===== src/rtl/adder_pkg.sv =====
// Shared types and elaboration helpers for the digit-serial adder.
package adder_pkg;

    typedef enum logic [1:0] {
        IDLE = 2'd0,
        BUSY = 2'd1,
        DONE = 2'd2
    } state_e;

    function automatic int ndig(input int width, input int digit);
        return width / digit;
    endfunction

    // Digit counter width; a single-digit build still needs one bit.
    function automatic int cnt_w(input int n);
        return (n > 1) ? $clog2(n) : 1;
    endfunction

endpackage


===== src/rtl/adder_digit.sv =====
// One DIGIT-wide ripple-carry slice; kept as a separate module so an
// approximate slice can replace it without touching the sequencer.
module adder_digit #(
    parameter int DIGIT = 4
) (
    input  logic [DIGIT-1:0] a,
    input  logic [DIGIT-1:0] b,
    input  logic             cin,
    output logic [DIGIT-1:0] s,
    output logic             cout,
    output logic             c_msb
);

    logic [DIGIT:0] c;

    always_comb begin
        c    = '0;
        s    = '0;
        c[0] = cin;
        for (int i = 0; i < DIGIT; i++) begin
            s[i]   = a[i] ^ b[i] ^ c[i];
            c[i+1] = (a[i] & b[i]) | (c[i] & (a[i] ^ b[i]));
        end
    end

    assign cout  = c[DIGIT];
    assign c_msb = c[DIGIT-1];

endmodule


===== src/rtl/adder_serial_pw.sv =====
// Digit-serial add/subtract with signed overflow and valid/ready on both sides.
//
//   state | meaning
//   IDLE  | no operands held, ready for a bundle
//   BUSY  | resolving one digit per cycle, LSB first
//   DONE  | result presented; accepts a new bundle in the drain cycle
module adder_serial_pw
    import adder_pkg::*;
#(
    parameter int WIDTH = 8,
    parameter int DIGIT = 4
) (
    input  logic             clk,
    input  logic             rst,
    input  logic             in_valid,
    output logic             in_ready,
    input  logic [WIDTH-1:0] in_a,
    input  logic [WIDTH-1:0] in_b,
    input  logic             in_cin,
    input  logic             in_sub,
    output logic             out_valid,
    input  logic             out_ready,
    output logic [WIDTH-1:0] out_sum,
    output logic             out_cout,
    output logic             out_ovf
);

    localparam int NDIG = ndig(WIDTH, DIGIT);
    localparam int CW   = cnt_w(NDIG);
    localparam logic [CW-1:0] LAST = CW'(NDIG - 1);

    if (WIDTH < 1 || DIGIT < 1 || (WIDTH % DIGIT) != 0) begin : g_bad_params
        $error("adder_serial_pw: DIGIT must be >= 1 and divide WIDTH exactly");
    end

    state_e           state_q, state_d;
    logic [CW-1:0]    cnt_q, cnt_d;
    logic             carry_q, carry_d;
    logic [WIDTH-1:0] a_q, a_d, b_q, b_d;
    logic [WIDTH-1:0] work_q, work_d;
    logic [WIDTH-1:0] sum_q, sum_d;
    logic             cout_q, cout_d;
    logic             ovf_q, ovf_d;
    logic             valid_q, valid_d;

    logic [DIGIT-1:0] dig_s;
    logic             dig_cout;
    logic             dig_cmsb;
    logic [WIDTH-1:0] work_next;
    logic             accept;

    adder_digit #(.DIGIT(DIGIT)) u_digit (
        .a     (a_q[DIGIT-1:0]),
        .b     (b_q[DIGIT-1:0]),
        .cin   (carry_q),
        .s     (dig_s),
        .cout  (dig_cout),
        .c_msb (dig_cmsb)
    );

    // New digit enters at the top so the first digit lands at bit 0 after NDIG shifts.
    assign work_next = (work_q >> DIGIT) | (WIDTH'(dig_s) << (WIDTH - DIGIT));

    // out_ready feeds in_ready combinationally so a drain and a new accept share one edge.
    assign in_ready = (state_q == IDLE) | ((state_q == DONE) & out_ready);
    assign accept   = in_valid & in_ready;

    always_comb begin
        state_d = state_q;
        cnt_d   = cnt_q;
        carry_d = carry_q;
        a_d     = a_q;
        b_d     = b_q;
        work_d  = work_q;
        sum_d   = sum_q;
        cout_d  = cout_q;
        ovf_d   = ovf_q;
        valid_d = valid_q;

        case (state_q)
            BUSY: begin
                a_d     = a_q >> DIGIT;
                b_d     = b_q >> DIGIT;
                work_d  = work_next;
                carry_d = dig_cout;
                cnt_d   = cnt_q + 1'b1;
                if (cnt_q == LAST) begin
                    state_d = DONE;
                    sum_d   = work_next;
                    cout_d  = dig_cout;
                    ovf_d   = dig_cmsb ^ dig_cout;
                    valid_d = 1'b1;
                end
            end
            DONE: begin
                if (out_ready) begin
                    state_d = IDLE;
                    valid_d = 1'b0;
                end
            end
            default: ;
        endcase

        if (accept) begin
            state_d = BUSY;
            cnt_d   = '0;
            a_d     = in_a;
            b_d     = in_sub ? ~in_b : in_b;
            carry_d = in_sub ? ~in_cin : in_cin;
            valid_d = 1'b0;
        end
    end

    always_ff @(posedge clk or posedge rst) begin
        if (rst) begin
            state_q <= IDLE;
            cnt_q   <= '0;
            carry_q <= 1'b0;
            a_q     <= '0;
            b_q     <= '0;
            work_q  <= '0;
            sum_q   <= '0;
            cout_q  <= 1'b0;
            ovf_q   <= 1'b0;
            valid_q <= 1'b0;
        end else begin
            state_q <= state_d;
            cnt_q   <= cnt_d;
            carry_q <= carry_d;
            a_q     <= a_d;
            b_q     <= b_d;
            work_q  <= work_d;
            sum_q   <= sum_d;
            cout_q  <= cout_d;
            ovf_q   <= ovf_d;
            valid_q <= valid_d;
        end
    end

    assign out_valid = valid_q;
    assign out_sum   = sum_q;
    assign out_cout  = cout_q;
    assign out_ovf   = ovf_q;

endmodule


===== config.mk =====
export PLATFORM = sky130hd
export DESIGN_NAME = adder_serial_pw
export DESIGN_NICKNAME = d
export VERILOG_FILES = /design/src/rtl/adder_pkg.sv /design/src/rtl/adder_digit.sv /design/src/rtl/adder_serial_pw.sv
export SDC_FILE = /design/constraint.sdc
export NUM_CORES = 1
export LEC_CHECK = 0
export ABC_AREA = 1
export BUFFER_PORTS_ARGS = -buffer_cell sky130_fd_sc_hd__buf_2
export CAP_MARGIN = 40
export CORE_UTILIZATION = 35
export CTS_BUF_LIST = sky130_fd_sc_hd__clkbuf_2 sky130_fd_sc_hd__clkbuf_4 sky130_fd_sc_hd__clkbuf_8
export CTS_CLUSTER_SIZE = 8
export DETAILED_ROUTE_END_ITERATION = 10
export SLEW_MARGIN = 20
export SYNTH_ARGS = -nofsm -noshare
export SYNTH_HDL_FRONTEND = slang
export SYNTH_SLANG_ARGS = --single-unit

===== constraint.sdc =====
create_clock -name clk -period 3.15 [get_ports clk]
set_input_delay 0 -clock clk [delete_from_list [all_inputs] [get_ports clk]]
set_output_delay 0 -clock clk [all_outputs]
set_load 0.005 [all_outputs]

==> impl_metrics.json <==
{
  "outcome": "finished clean",
  "drv_slew": 0,
  "grt_max_degree": 35,
  "max_freq_mhz": 438.8,
  "hpwlAfterDp_microns": 2237,
  "yosysSeqAreaShare_pct": 49.42,
  "grt_usage_pct": 14.92,
  "grt_pass1_vias": 1326,
  "synth-seq-cells": 34,
  "cpMostUsedCell": "fa_1",
  "antenna_found_initial": 0,
  "hold_violations": 0,
  "slowest_delay_ns": 0.44,
  "fin_setup_tns_ns": 0,
  "start_kind": "flip-flop",
  "gp_congestion": 0.7594,
  "final-setup-viol-count": 0,
  "path_clk_slew_ns": 0.06,
  "fin_cells": 307,
  "hold_path_end": "b_q[5]",
  "die_h_microns": 72.14,
  "rr_endpoint": "work_q[7]",
  "fillers": 504,
  "io_buffer_count": 33,
  "wl_microns": 3336,
  "worstSkewPairLatency_ns": 0.29,
  "mostFrequentLayoutCells": "nand2_1 (69), dfrtp_1 (34), buf_2 (33)",
  "ff_latch_area_sq_um": 850.8,
  "met1_length_microns": 1635,
  "drtPass1Iterations": 4,
  "area_growth_pct": 20.71,
  "critical_path_class": "reg -> reg",
  "clockRootBuffer": "clkbuf_8",
  "r2r_start": "carry_q",
  "antenna_left": 0,
  "drive_gt1_share_pct": 22.50,
  "yosys_warnings": 0,
  "dieArea_sq_mm": 0.005203,
  "max_slew_margin_pct": 67.84,
  "rsz0062_at_grt": "false",
  "synth_top_area_cell": "dfrtp_1",
  "synth_area_sq_mm": 0.001722,
  "holdCritPathClass": "in -> reg",
  "layout_commonest_cell": "nand2_1",
  "num_io_pins": 34,
  "cp.arrival_ns": 2.48,
  "vias_per_cell": 4.436,
  "num_vias": 1362,
  "dieWidth_microns": 72.14,
  "reg2reg_slack_ns": 0.87,
  "yosysUniqueCellTypes": 22,
  "rows": 25,
  "path_cells": "fa_1, inv_1, fa_1, inv_1, fa_1, inv_1, fa_1, o21ai_0",
  "cts_buffers": 5,
  "fin_skew_ns": 0.007547,
  "h-tree-depth": 2,
  "wl_met2_microns": 1526,
  "crit_required_ns": 3.35,
  "wl_per_cell_microns": 10.87,
  "netlist_top_cells_area": "dfrtp_1 (49%), nand2_1 (15%), nand3_1 (7.6%)",
  "n_antenna_cell": 0,
  "dp_cells": 292,
  "syn_area_per_cell_sq_um": 8.652,
  "p_leak_nw": 1.144,
  "route.met3.wl_microns": 156,
  "grt_first_pass_wirelength_microns": 5899,
  "fin_nets": 265,
  "finalCriticalPeriod_ns": 2.279,
  "tritoncts": "done",
  "cpMaxStageDelayCell": "fa_1",
  "endpoint_kind": "flip-flop",
  "globalRouteOverflowTotal": 0,
  "core_sq_mm": 0.004723,
  "hold_depth": 3,
  "maxCapViolations": 0,
  "synthesis.nets": 225,
  "synth_top_area_share_pct": 49.42,
  "netlist_instances": 199,
  "remaining_drc_errors": 0,
  "initial_core_util_pct": 36.45,
  "hp-start": "in_b[5]",
  "cts.sinks": 34,
  "multi_input_area_sq_um": 711.9,
  "first_iter_violations": 53,
  "reg2reg_depth": 8,
  "ir_worst_vdd_v": 0.0002157,
  "finalCritPeriodShare_pct": 72.34,
  "top_layer_used": "met4",
  "power_density_mw_per_mm2": 397.4,
  "cts_max_path_buffers": 2,
  "tightest_slew_ns": 0.4824,
  "cp_max_fo": 2
}
metrics by stage:
stage | hold WS [ns] | worst slack [ns] | area, sq um | total power, mW | utilization (%)
2_1_floorplan | 0.1168 | 0.9948 | 1722 | 0.4716 | -
3_3_place_gp | 0.1219 | 0.9235 | 1913 | 0.4905 | 40.50
3_5_place_dp | 0.1218 | 0.8762 | 1913 | 0.4907 | 40.50
4_1_cts | 0.004406 | 0.8647 | 2078 | 0.8378 | 44.00
5_1_grt | 0.03469 | 0.7353 | 2078 | 0.8663 | 44.00
6_report | 0.003626 | 0.8713 | 2078 | 0.8258 | 44.00
layer usage:
| metal | GRT usage, % | vias to the layer above |
|---|---|---|
| met5 | 0 | - |
| met2 | 23.68 | 30 |
| li1 | - | 707 |
| met1 | 18.98 | 623 |
| met4 | 5.011 | 0 |
| met3 | 5.278 | 2 |
worst max-delay path by stage:
| stage | startpoint | to | slack [ns] | cells past startpoint |
|---|---|---|---|---|
| 6_report | carry_q | work_q[7] | 0.87 | 8 |
| 5_1_grt | carry_q | work_q[7] | 0.74 | 8 |
| 4_1_cts | carry_q | work_q[7] | 0.86 | 8 |
| 3_5_place_dp | carry_q | work_q[7] | 0.88 | 8 |
| 3_3_place_gp | carry_q | work_q[7] | 0.92 | 8 |
| 2_1_floorplan | carry_q | work_q[7] | 0.99 | 8 |
flip-flops by register name, summed over array words and instances, names as in the netlist:
name,cells
b_q,8
cnt_q,1
out_cout,1
out_ovf,1
work_q,4
carry_q,1
out_sum,8
a_q,8
state_q,2
Yosys cell counts:
cell type,count
nand3_1,26
nand2_2,1
nor2_1,1
inv_2,2
xor2_1,1
nand4_1,4
nor2_4,1
or2_2,1
o21ai_0,11
dfrtp_1,34
buf_2,4
xnor2_1,4
nand2_1,69
inv_1,23
a21oi_1,1
buf_8,2
nand3_4,1
o21ai_2,5
nand2_8,1
fa_1,4
nor3_1,1
buf_4,2
where the power goes:
part / leakage, nW / switching [mW] / total, mW / internal (mW)
clock: 0.0517 / 0.153 / 0.338 / 0.185
sequential: 0.414 / 0.000519 / 0.438 / 0.437
combinational: 0.679 / 0.0267 / 0.0502 / 0.0235
total: 1.14 / 0.180 / 0.826 / 0.646
what timing repair did:
item | 4_1_cts | 5_1_grt
endpoints found under the hold margin | 40 | 0
buffers inserted | 0 | 0
hold buffers | 7 | 0
resized for setup | 0 | 0
critical path, delay by kind of cell, from the launching register on:
kind / cells / cell delay, ns
compound gates: 1 / 0.17
fa+ha+maj: 4 / 1.42
buf+inv: 3 / 0.22
flops: 1 / 0.40
cell type report:
class / count / area share (%)
multi-input cells: 132 / 34.26
flip-flops and latches: 34 / 40.94
clock buffers: 7 / 4.335
well taps: 67 / 4.034
inverters: 25 / 4.515
clock inverters: 1 / 0.2408
repair buffers: 41 / 11.68
cell families after synthesis:
| group | Yosys count | share of synthesized area [%] |
|---|---|---|
| simple gates | 106 | 28.12 |
| flops | 34 | 49.42 |
| buf+inv | 33 | 9.230 |
| compound gates | 17 | 6.031 |
| xor+xnor | 5 | 2.543 |
| fa+ha+maj | 4 | 4.651 |
Power figures use the tool's default switching activity.
